## src/rtl/tl_ctrl_if.sv

```systemverilog
// Controller-side bundle for the traffic-light sequencer: run/pedestrian inputs,
// datapath done flags, and the phase/clear/ack/cycle outputs.
interface tl_ctrl_if #(
    parameter int STATE_W = 7,
    parameter int CYC_W   = 8
);
    logic               en;
    logic               ped_req;
    logic [STATE_W-1:0] done_state;
    logic [STATE_W-1:0] curr_state;
    logic               dp_cnt_rst;
    logic               ped_ack;
    logic [CYC_W-1:0]   cycle_cnt;

    modport master (
        output en, ped_req, done_state,
        input  curr_state, dp_cnt_rst, ped_ack, cycle_cnt
    );

    modport slave (
        input  en, ped_req, done_state,
        output curr_state, dp_cnt_rst, ped_ack, cycle_cnt
    );
endinterface

```

## src/rtl/tl_ctrl.sv

```systemverilog
// Traffic-light sequencer: walks the one-hot phase ring, shortens green on a
// pedestrian request, parks on red while disabled and counts completed cycles.
module tl_ctrl #(
    parameter int STATE_W = 7,
    parameter int CYC_W   = 8
) (
    input  logic     clk,
    input  logic     rst,
    tl_ctrl_if.slave bus
);
    typedef enum logic [STATE_W-1:0] {
        G1    = 7'b0000001,
        NONE1 = 7'b0000010,
        G2    = 7'b0000100,
        NONE2 = 7'b0001000,
        G3    = 7'b0010000,
        Y     = 7'b0100000,
        R     = 7'b1000000
    } state_t;

    state_t           state_q, state_d;
    logic             cnt_rst_q, cnt_rst_d;
    logic             ack_q, ack_d;
    logic             pend_q, pend_d;
    logic             parked_q, parked_d;
    logic [CYC_W-1:0] cyc_q, cyc_d;
    logic             adv;

    always_ff @(posedge clk or negedge rst) begin
        if (!rst) begin
            state_q   <= G1;
            cnt_rst_q <= 1'b1;
            ack_q     <= 1'b0;
            pend_q    <= 1'b0;
            parked_q  <= 1'b0;
            cyc_q     <= '0;
        end else begin
            state_q   <= state_d;
            cnt_rst_q <= cnt_rst_d;
            ack_q     <= ack_d;
            pend_q    <= pend_d;
            parked_q  <= parked_d;
            cyc_q     <= cyc_d;
        end
    end

    always_comb begin
        // Done flags are stale during the clear cycle, so they are masked there.
        adv       = bus.en & ~cnt_rst_q & (|(bus.done_state & state_q));
        state_d   = state_q;
        cnt_rst_d = adv;
        ack_d     = 1'b0;
        pend_d    = pend_q | (bus.ped_req & ~ack_q);
        parked_d  = 1'b0;
        cyc_d     = cyc_q;

        if (!bus.en) begin
            state_d   = R;
            cnt_rst_d = 1'b1;
            parked_d  = 1'b1;
        end else if (parked_q) begin
            // Leaving park restarts the sequence without counting a cycle.
            state_d   = G1;
            cnt_rst_d = 1'b1;
        end else begin
            case (state_q)
                G1:    if (adv) state_d = pend_q ? Y : NONE1;
                NONE1: if (adv) state_d = pend_q ? Y : G2;
                G2:    if (adv) state_d = pend_q ? Y : NONE2;
                NONE2: if (adv) state_d = pend_q ? Y : G3;
                G3:    if (adv) state_d = Y;
                Y: begin
                    if (adv) begin
                        state_d = R;
                        if (pend_q) begin
                            ack_d  = 1'b1;
                            pend_d = 1'b0;
                        end
                    end
                end
                R: begin
                    if (adv) begin
                        state_d = G1;
                        cyc_d   = cyc_q + 1'b1;
                    end
                end
                default: begin
                    state_d   = G1;
                    cnt_rst_d = 1'b1;
                end
            endcase
        end
    end

    assign bus.curr_state = state_q;
    assign bus.dp_cnt_rst = cnt_rst_q;
    assign bus.ped_ack    = ack_q;
    assign bus.cycle_cnt  = cyc_q;
endmodule

```

## src/flat_wrapper.sv

```systemverilog
// flat-port wrapper written by rule: the top's interface ports become plain ports
module tl_ctrl_flat 
#(
    parameter int STATE_W = 7,
    parameter int CYC_W   = 8
)
  (clk, rst, bus_en, bus_ped_req, bus_done_state, bus_curr_state, bus_dp_cnt_rst, bus_ped_ack, bus_cycle_cnt);
  tl_ctrl_if #(.STATE_W(STATE_W), .CYC_W(CYC_W)) bus_i ();
  input  logic clk;
  input  logic rst;
  input wire logic [$bits(bus_i.en)-1:0] bus_en;
  input wire logic [$bits(bus_i.ped_req)-1:0] bus_ped_req;
  input wire logic [$bits(bus_i.done_state)-1:0] bus_done_state;
  output wire logic [$bits(bus_i.curr_state)-1:0] bus_curr_state;
  output wire logic [$bits(bus_i.dp_cnt_rst)-1:0] bus_dp_cnt_rst;
  output wire logic [$bits(bus_i.ped_ack)-1:0] bus_ped_ack;
  output wire logic [$bits(bus_i.cycle_cnt)-1:0] bus_cycle_cnt;
  assign bus_i.en = bus_en;
  assign bus_i.ped_req = bus_ped_req;
  assign bus_i.done_state = bus_done_state;
  assign bus_curr_state = bus_i.curr_state;
  assign bus_dp_cnt_rst = bus_i.dp_cnt_rst;
  assign bus_ped_ack = bus_i.ped_ack;
  assign bus_cycle_cnt = bus_i.cycle_cnt;
  tl_ctrl #(.STATE_W(STATE_W), .CYC_W(CYC_W)) u_core (.clk(clk), .rst(rst), .bus(bus_i));
endmodule
```

## config.mk

```make
export PLATFORM = sky130hd
export DESIGN_NAME = tl_ctrl_flat
export DESIGN_NICKNAME = d
export VERILOG_FILES = /design/src/rtl/tl_ctrl_if.sv /design/src/rtl/tl_ctrl.sv /design/src/flat_wrapper.sv
export SDC_FILE = /design/constraint.sdc
export NUM_CORES = 1
export LEC_CHECK = 0
export ABC_AREA = 1
export BUFFER_PORTS_ARGS = -buffer_cell sky130_fd_sc_hd__buf_2
export CAP_MARGIN = 40
export CORE_MARGIN = 1
export CORE_UTILIZATION = 26
export DETAILED_ROUTE_END_ITERATION = 6
export SYNTH_ARGS = -nofsm -noshare
export SYNTH_HDL_FRONTEND = slang
export SYNTH_SLANG_ARGS = --single-unit
```

## constraint.sdc

```tcl
create_clock -name clk -period 1.7 [get_ports clk]
set_input_delay 0.425 -clock clk [delete_from_list [all_inputs] [get_ports clk]]
set_output_delay 0.425 -clock clk [all_outputs]
set_load 0.01 [all_outputs]
```

# After elaboration in Yosys (flattened, before gate mapping)
# Cells that the tools add are included.
[totals]
elab_cells = 61
input_bits = 11
register_bits = 19
[classes]
reduce_logical = 4
addsub = 1
mux = 28
n_eq_ne = 14
bitwise_logic = 8
[ops]
columns = ["operator", "count"]
rows = [
  ["$mux 7", 9],
  ["$pmux 7 s7", 1],
  ["$ne 4x2->1 const B", 7],
  ["$mux 6", 4],
  ["$mux 1", 14],
  ["$reduce_or 7->1", 2],
  ["$add 8x1->8 const B", 1],
  ["$and 7x7->7", 1],
  ["$eq 7x1->1 const B", 1],
  ["$eq 7x2->1 const B", 1],
  ["$eq 7x3->1 const B", 1],
  ["$eq 7x4->1 const B", 1],
  ["$eq 7x5->1 const B", 1],
  ["$eq 7x6->1 const B", 1],
  ["$eq 7x7->1 const B", 1],
  ["$reduce_and 7->1", 1],
  ["$reduce_and 4->1", 1],
  ["$and 1x1->1", 3],
  ["$not 1->1", 3],
  ["$or 1x1->1", 1],
]

# Logic depth before layout (Yosys ltp)
# Gate-level depths: netlist of the first run.
[logic_depth]
depth_word = 8
depth_mapped = 10

# Worst setup path before layout of the first run
# No wires, ideal clock.
[synth_path]
kind = "register -> register"
start = "register u_core.state_q[0], in the netlist u_core.bus.curr_state[0]"
end = "register u_core.cyc_q[0], in the netlist u_core.bus.cycle_cnt[0]"
n_path_buf = 0
path_stages_with_launch = 9
t_arrival_ns = 1.294
slack_ns = 0.281
required_ns = 1.575
setup_ns = 0.125
cell_sequence = "dfstp_2 nand2_1 nand2_1 nor2_1 nand2_1 nand2_2 nor2_4 nand2_4 xor2_1"
[synth_between]
elab_chain_cells = 4
elab_cells_between_ends = 5
cone_classes = "eq/ne: 1; bitwise: 2; reduce/logical: 2"
[synth_rtl]
columns = ["element", "line", "rtl"]
rows = [
  ["start: declaration", "tl_ctrl.sv:21", "state_t state_q, state_d;"],
  ["start signal: assignment", "tl_ctrl.sv:38", "state_q <= state_d;"],
  ["$and 7x7->7", "tl_ctrl.sv:49", "adv = bus.en & ~cnt_rst_q & (|(bus.done_state & state_q));"],
  ["$reduce_or 7->1", "tl_ctrl.sv:49", ""],
  ["$and 1x1->1", "tl_ctrl.sv:49", ""],
  ["$reduce_and 4->1 (no source line) (*)", "n/a", ""],
  ["end signal: assignment", "tl_ctrl.sv:43", "cyc_q <= cyc_d;"],
  ["end: declaration", "tl_ctrl.sv:26", "logic [CYC_W-1:0] cyc_q, cyc_d;"],
]
# Every way passes the cells marked *; elsewhere a longest branch is shown, timed or not.
# A chain may end at the register's enable or synchronous reset.

# Worst setup path in the final report of the first run
# Ends and elaborated chain as after synthesis.

==> results_dict.tcl, run 1 <==
set metrics [dict create \
    arrival_ps 1660 \
    final_cell_mix "nand2_1, buf_2, inv_1, nor2_1, dfrtp_1" \
    synth.area.top_cells "dfrtp_1, nand2_1, nand3_1" \
    ff_latch_area_um2 479 \
    rows 24 \
    worstMarginPinSlew_ps 447 \
    rsz0062_at_grt "false" \
    postRouteAntennaNets 0 \
    crit_path_start "u_core.bus.curr_state[0]" \
    worst_clock_skew_ps 3.47 \
    fin_hold_ws_ps 102 \
    synth-edff-count 0 \
    cp-endpoint "u_core.bus.cycle_cnt[0]" \
    multi_input_area_um2 651 \
    clock-sinks 19 \
    r2r_end "u_core.bus.cycle_cnt[0]" \
    core_area_um2 4410 \
    wl_mm 2.78 \
    htree_levels 1 \
    synth_top_area_frac 0.353 \
    crit_chain "nand2_1 -> nand2_1 -> nor2_1 -> nand2_1 -> nand2_2 -> nor2_4 -> nand2_4 -> xor2_1" \
    netlist_area_um2 1200 \
    finalNetCount 210 \
    cts_tree "built" \
    io-pin-count 28 \
    fin_setup_tns_ps 0 \
    setup_violations 0 \
    p_leak_uw 0.000806 \
    antenna_found_initial 0 \
    max-slew-margin-rel 0.702 \
    synth-async-reset-ratio 1.00 \
    p_sw_frac 0.289 \
    wl_per_cell_um 11.2 \
    p_per_area_nw_per_um2 664 \
    cts_resized 0 \
    finalPower_uw 971 \
    p_sw_uw 280 \
    start_kind "flip-flop" \
    cap_violations 0 \
    synth.avg_cell_area_um2 7.29 \
    cts_setup_buffers 0 \
    rr_startpoint "u_core.bus.curr_state[0]" \
    cp_top_family "simple AND/OR/NAND/NOR gates" \
    synth_seq_area_share 0.397 \
    rr_worst_depth 8 \
    cp_num_cells 8 \
    syn2layout_area_growth_pct 21.6 \
    final_common_cell "nand2_1" \
    crit_fanout 10 \
    path_common_cell "nand2_1" \
    crit_path_end_kind "flip-flop" \
    start_util 0.273 \
    cts_buffer_depth 2 \
    port_buffers 27 \
    synth_flop_cell "dfrtp_1" \
    crit_type "flip-flop to flip-flop" \
    grt_pass1_vias 1050 \
    grt_start_max_net_pins 20 \
    firstDrtPassIters 4 \
    gp_congestion 0.833 \
    combPwrFrac 0.169 \
    gr-total-overflow 0 \
    clock_latency_ps 260 \
    ys_seq_elements 19 \
    finalWorstSetupSlack_ps 186 \
    synth_cell_types 25 \
    power_frac_seq 0.500 \
    drt_iter0_drc 68 \
    cts_buffers 3 \
    vias_per_cell 4.43 \
    fill_cells 466 \
    worst_path_max_delay_cell "dfstp_2" \
    syn_inst 165 \
    p_int_uw 691 \
    grt_pass1_wl_mm 4.80 \
    worstPathRequired_ps 1840 \
    root_buffer "clkbuf_8" \
    max_freq_mhz 660 \
    layout-drive-gt1-share 0.274 \
    syn-num-nets 177 \
    dieArea_um2 4910 \
    critPathBufInv 0 \
    hold_viol 0 \
    num_vias 1104 \
    drc 0 \
    cts.clk_slew.worst_paths_ps 80 \
    yosysWarningCount 0 \
    dp_slack_ps 167 \
    r2r_slack_ps 190 \
    clockPowerShare 0.332 \
    hold_path.class "primary input to async pin" \
    diodes 0 \
    postCtsHoldBufs 0 \
    grt_util_all_layers 0.121 \
    drv_slew 0 \
    die_y_um 70.0 \
    cpPeakStageDelay_ps 590 \
    fin_crit_sh 0.891 \
    finalCriticalPeriod_ps 1510 \
    die_w_um 70.0 \
    synth_top_area_cell "dfrtp_1" \
    dp_hpwl_mm 2.11 \
    peakVddDrop_uv 297 \
    status "completed" \
]
-- worst min path at each step --
stage               depth (start not counted)  slack [ps]                        to
floorplan                                   0         130  u_core.bus.curr_state[1]
global placement                            1         390   u_core.bus.cycle_cnt[2]
detailed placement                          1         400   u_core.bus.cycle_cnt[2]
CTS                                         1         120   u_core.bus.cycle_cnt[2]
global route                                1         140   u_core.bus.cycle_cnt[2]
finish                                      1         100   u_core.bus.cycle_cnt[2]
-- cell families after synthesis --
kind of cell / share of synthesized area
compound gates: 0.0509
simple gates: 0.431
fa+ha+maj: 0.0104
flops: 0.397
xor+xnor: 0.0437
buf+inv: 0.0665
-- final cells by class --
cell class                      count  area share
Sequential cell                    19       0.327
Tap cell                           52      0.0444
Timing Repair Buffer               28      0.0974
Clock buffer                        3      0.0282
Multi-Input combinational cell    125       0.444
Inverter                           21      0.0547
Clock inverter                      1     0.00342
-- power by group through the flow --
stage	logic [uW]	registers (uW)	clock network [uW]
after global routing	185	488	357
final	164	485	322
after floorplan	101	498	0
after CTS	164	486	335
after global placement	162	494	0
after detailed placement	162	495	0
-- registers in the layout (all words and copies together) (netlist names) --
register,cells
u_core.bus.curr_state,7
u_core.pend_q,1
u_core.parked_q,1
u_core.bus.cycle_cnt,8
u_core.bus.ped_ack,1
u_core.bus.dp_cnt_rst,1
-- metal layers --
layer  share of wire  track usage
met1            0.49        0.173
met4           0.021       0.0422
met2            0.46        0.188
met3           0.024       0.0130
met5               0            0
-- worst reg2reg max path: stages, from the launching register on --
cell and delay [ps]:
dfstp_2 590, nand2_1 60, nand2_1 60, nor2_1 40
nand2_1 150, nand2_2 140, nor2_4 120, nand2_4 100
xor2_1 150
-- synth_stat cells, types with 3 or more instances --
library cell	number
a21oi_1	5
dfrtp_1	17
inv_1	17
inv_2	3
nand2_1	58
nand2_2	3
nand3_1	13
nand3b_1	4
nor2_1	17
nor2_2	3
o21ai_1	3
xnor2_1	4
-- per-stage QoR --
stage               area, um2   util  cells
floorplan                1200      -    165
global placement         1410  0.320    245
detailed placement       1410  0.320    245
CTS                      1460  0.330    249
global route             1460  0.332    249
finish                   1460  0.332    249
Power figures use the tool's default switching activity.
==> run 2, diff against run 1 <==
- BUFFER_PORTS_ARGS: -buffer_cell sky130_fd_sc_hd__buf_2 -> not set
- DONT_BUFFER_PORTS: not set -> 1
==> results_dict.tcl, run 2 (synthesized netlist as in run 1, its figures left out) <==
set metrics [dict create \
    p_leak_uw 0.000687 \
    hold_viol 0 \
    utilization 0.311 \
    wl_per_cell_um 11.9 \
    r2r_slack_ps 120 \
    p_int_uw 688 \
    max_freq_mhz 634 \
    cts_setup_buffers 0 \
    postRouteAntennaNets 0 \
    drt_iter0_drc 57 \
    start_kind "flip-flop" \
    peakVddDrop_uv 195 \
    p_per_area_nw_per_um2 704 \
    root_buffer "clkbuf_8" \
    layout-drive-gt1-share 0.173 \
    gr-total-overflow 0 \
    io-pin-count 28 \
    rr_worst_depth 10 \
    cts.clk_slew.worst_paths_ps 70 \
    crit_chain "inv_1 -> nand2_1 -> nor2_1 -> nand2_1 -> nand2_2 -> nor2_2 -> nand2_4 -> nand2_8 -> nand3b_1 -> nand2_1" \
    crit_path_end_kind "flip-flop" \
    crit_fanout 9 \
    status "completed" \
    die_y_um 70.0 \
    syn2layout_area_growth_pct 14.0 \
    drc 0 \
    grt_pass1_vias 963 \
    p_sw_uw 278 \
    wl_mm 2.67 \
    num_vias 1002 \
    crit_path_start "u_core.bus.curr_state[0]" \
    grt_start_max_net_pins 20 \
    worst_path_max_delay_cell "dfstp_2" \
    path_common_cell "nand2_1" \
    crit_type "flip-flop to flip-flop" \
    rows 24 \
    port_buffers 0 \
    grt_util_all_layers 0.117 \
    setup_violations 0 \
    cp_num_cells 10 \
    clock-sinks 19 \
    dp_hpwl_mm 2.01 \
    firstDrtPassIters 4 \
    finalNetCount 186 \
    rr_startpoint "u_core.bus.curr_state[0]" \
    r2r_end "u_core.bus.curr_state[1]" \
    cts_buffers 3 \
    grt_pass1_wl_mm 4.52 \
    final_common_cell "nand2_1" \
    p_sw_frac 0.287 \
    htree_levels 1 \
    largest_reg_flops 8 \
    combPwrFrac 0.153 \
    start_util 0.273 \
    fin_crit_sh 0.928 \
    clockPowerShare 0.335 \
    power_frac_seq 0.512 \
    arrival_ps 1780 \
    cpPeakStageDelay_ps 620 \
    drv_slew 0 \
    critPathBufInv 1 \
    worstPathRequired_ps 1900 \
    cts_tree "built" \
    gp_congestion 0.864 \
    die_w_um 70.0 \
    vias_per_cell 4.45 \
    final_cell_mix "nand2_1, inv_1, nor2_1" \
    rsz0062_at_grt "false" \
    cap_violations 0 \
    worstMarginPinSlew_ps 375 \
    cp_top_family "simple AND/OR/NAND/NOR gates" \
    antenna_found_initial 0 \
    cp-endpoint "u_core.bus.curr_state[1]" \
    placedCellCount 219 \
    worst_clock_skew_ps 4.17 \
    clock_latency_ps 260 \
    finalCriticalPeriod_ps 1580 \
    dieArea_um2 4910 \
    cts_buffer_depth 2 \
    core_area_um2 4410 \
    fin_cells 225 \
    diodes 0 \
    max-slew-margin-rel 0.749 \
    hold_path.class "primary input to flip-flop" \
    fin_setup_tns_ps 0 \
]
-- run 2: layer usage --
layer	GRT usage	wire length (um)
met3	0.0346	135
met2	0.176	1250
met1	0.149	1200
met5	0	0
met4	0.0644	89
-- run 2: per-stage QoR --
stage / worst slack, ps / cell area [um2] / total power, uW / hold WS (ps)
after global routing: 1.83 / 1370 / 1010 / 281
final: 123 / 1370 / 966 / 279
after global placement: 137 / 1280 / 625 / 130
after floorplan: 281 / 1200 / 599 / 129
after detailed placement: 134 / 1280 / 627 / 130
after CTS: 116 / 1340 / 969 / 277
-- run 2: area by class of cell --
| type | instances | area, um2 |
|---|---|---|
| Fill cell | 459 | 3040 |
| Clock buffer | 4 | 45.0 |
| Tap cell | 52 | 65.1 |
| Multi-Input combinational cell | 125 | 662 |
| Sequential cell | 19 | 480 |
| Timing Repair Buffer | 4 | 40.0 |
| Inverter | 21 | 80.1 |
-- run 2: timing repair --
action / 4_1_cts / 5_1_grt
endpoints found under the setup margin: 0 / 7
endpoints found under the hold margin: 19 / 0
hold buffers: 1 / 0
resized for setup: 0 / 5
-- run 2: worst min-delay path by stage --
stage	from	to	slack [ps]	cells past startpoint
final	bus_en	u_core.parked_q	280	1
after global routing	bus_en	u_core.parked_q	280	1
after CTS	bus_en	u_core.parked_q	280	1
after detailed placement	rst	u_core.bus.cycle_cnt[0]	130	0
after global placement	rst	u_core.bus.cycle_cnt[0]	130	0
after floorplan	rst	u_core.bus.curr_state[1]	130	0
-- run 2: worst register-to-register path, delay by kind of cell, from the launching register on --
kind / cells / cell delay (ps)
simple gates: 9 / 830
buf+inv: 1 / 80
flops: 1 / 620
-- run 2: power groups by stage --
stage	combinational [uW]	clock [uW]	sequential, uW
3_3_place_gp	122	0	503
6_report	148	324	495
4_1_cts	136	338	495
2_1_floorplan	101	0	498
3_5_place_dp	124	0	504
5_1_grt	168	346	497
==> run 3, diff against run 2 <==
- ABC_AREA: 1 -> not set
- clock period: 1.7 -> 1.61 ns (I/O delays scaled with it)
==> results_dict.tcl, run 3 <==
set metrics [dict create \
    dp_slack_ps -572 \
    p_int_uw 769 \
    start_kind "flip-flop" \
    synth-async-reset-ratio 1.00 \
    p_per_area_nw_per_um2 730 \
    max-slew-margin-rel 0.693 \
    hold_path.class "primary input to flip-flop" \
    num_vias 914 \
    grt_pass1_wl_mm 4.24 \
    clockPowerShare 0.317 \
    drc 0 \
    crit_fanout 4 \
    gr-total-overflow 0 \
    synth_top_area_cell "dfrtp_1" \
    synth_seq_area_share 0.448 \
    fin_setup_tns_ps -7830 \
    syn2layout_area_growth_pct 32.7 \
    p_sw_uw 265 \
    synth_most_common_cell "dfrtp_1" \
    dp_hpwl_mm 1.96 \
    synth_xor_xnor_area_share 0.0739 \
    final_common_cell "buf_4" \
    wl_per_cell_um 13.9 \
    syn-num-nets 119 \
    synth_compound_area_frac 0.124 \
    wl_mm 2.54 \
    grt_pass1_vias 964 \
    worstPathRequired_ps 1780 \
    crit_chain "buf_4 -> nor4_1 -> o21ai_1 -> a2111oi_4 -> buf_4 -> mux2i_2" \
    synthAdderAreaFrac 0.0117 \
    combPwrFrac 0.174 \
    cpPeakStageDelay_ps 480 \
    arrival_ps 2370 \
    start_util 0.281 \
    synth_commonest_cells "dfrtp_1, nand2_1, nor2_1" \
    cp_top_family "compound AO/OA/AOI/OAI gates" \
    root_buffer "clkbuf_8" \
    layout-drive-gt1-share 0.328 \
    port_buffers 0 \
    cts_buffer_depth 2 \
    p_sw_frac 0.256 \
    die_w_um 66.1 \
    drv_slew 0 \
    dieArea_um2 4370 \
    synth-edff-count 0 \
    largest_reg_flops 8 \
    final_cell_mix "buf_4, dfrtp_1, nand2_1" \
    status "finished, violations left" \
    drt_iter0_drc 38 \
    utilization 0.373 \
    fin_crit_sh 1.37 \
    clock_latency_ps 250 \
    htree_levels 1 \
    synth.area.top_cells "dfrtp_1, dfstp_2, xnor2_1" \
    synth_cell_types 38 \
    hold_viol 0 \
    synth_top_family_by_area "simple AND/OR/NAND/NOR gates" \
    power_frac_seq 0.509 \
    max_freq_mhz 454 \
    firstDrtPassIters 4 \
    rows 22 \
    crit_type "flip-flop to flip-flop" \
    peakVddDrop_uv 258 \
    path_common_cell "buf_4" \
    io-pin-count 28 \
    p_leak_uw 0.000639 \
    yosysWarningCount 0 \
    postRouteAntennaNets 0 \
    synth_simple_gate_area_frac 0.233 \
    worst_clock_skew_ps 2.76 \
    worstMarginPinSlew_ps 457 \
    rsz0062_at_grt "true" \
    diodes 0 \
    cap_violations 0 \
    grt_start_max_net_pins 20 \
    finalWorstSetupSlack_ps -594 \
    grt_util_all_layers 0.127 \
    synth.avg_cell_area_um2 9.97 \
    finalCriticalPeriod_ps 2200 \
    clock-sinks 19 \
    failed_checks "setup timing" \
    antenna_found_initial 0 \
    ys_seq_elements 19 \
    worst_path_max_delay_cell "dfrtp_1" \
    synth_top_area_frac 0.399 \
    netlist_area_um2 1070 \
    cts.clk_slew.worst_paths_ps 70 \
    crit_path_end_kind "flip-flop" \
    gp_congestion 0.878 \
    vias_per_cell 5.02 \
    syn_inst 107 \
    critPathBufInv 2 \
    core_area_um2 3800 \
    finalNetCount 147 \
    die_y_um 66.1 \
    cts_tree "built" \
    setup_violations 18 \
    muxShareOfSynthArea 0.0516 \
    cts_buffers 3 \
    synth_flop_cell "dfrtp_1" \
]
run 3: logic make-up (layout without fill, tap and decap cells):
kind of cell    after synthesis  in the layout
compound gates               15             15
xor+xnor                      9              9
mux                           5              5
flops                        19             19
fa+ha+maj                     1              1
buf+inv                      13             40
simple gates                 45             45
run 3: cell type report:
| cell class | instances | area [um2] |
|---|---|---|
| flip-flops and latches | 19 | 479 |
| fillers | 381 | 2380 |
| multi-input cells | 75 | 567 |
| inverters | 7 | 26.3 |
| clock buffers | 4 | 45.0 |
| well taps | 48 | 60.1 |
| repair buffers | 29 | 239 |
run 3: worst paths after layout:
kind	from	end	slack, ps	cells after the start
worst min-delay path	bus_en	u_core.bus.curr_state[6]	220	1
max in group asynchronous	rst	u_core.bus.cycle_cnt[5]	670	2
worst max-delay path	u_core.bus.curr_state[2]	u_core.bus.curr_state[2]	-590	6
worst min register to register	u_core.pend_q	u_core.pend_q	510	1
min in group asynchronous	rst	u_core.bus.curr_state[1]	520	1
worst max register to register	u_core.bus.curr_state[2]	u_core.bus.curr_state[2]	-590	6
run 3: repair_timing:
action | 4_1_cts | 5_1_grt
buffers inserted | 3 | 0
resized for setup | 8 | 1
hold buffers | 1 | 0
setup endpoints to repair | 18 | 18
pin swaps | 1 | 0
hold endpoints to repair | 19 | 0
run 3: power by group through the flow:
stage	clock, uW	sequential [uW]	combinational, uW
3_5_place_dp	0	534	151
4_1_cts	338	527	174
6_report	328	526	180
5_1_grt	356	529	195
2_1_floorplan	0	531	100
3_3_place_gp	0	533	149
run 3: per-layer routing:
| layer | part of all wire | vias to the layer above | wire length [um] | track usage |
|---|---|---|---|---|
| met4 | 0.0055 | 0 | 14 | 0.0426 |
| met3 | 0.031 | 2 | 78 | 0.0155 |
| met1 | 0.40 | 453 | 1030 | 0.134 |
| met5 | 0 | - | 0 | 0 |
| met2 | 0.56 | 21 | 1420 | 0.254 |
| li1 | - | 438 | - | - |
run 3: per-stage QoR:
stage / power [uW] / instances / hold slack, ps / instance area, um2
2_1_floorplan: 631 / 107 / 107 / 1100
3_3_place_gp: 683 / 173 / 107 / 1290
3_5_place_dp: 686 / 173 / 107 / 1290
4_1_cts: 1040 / 181 / 221 / 1400
5_1_grt: 1080 / 182 / 213 / 1420
6_report: 1030 / 182 / 223 / 1420
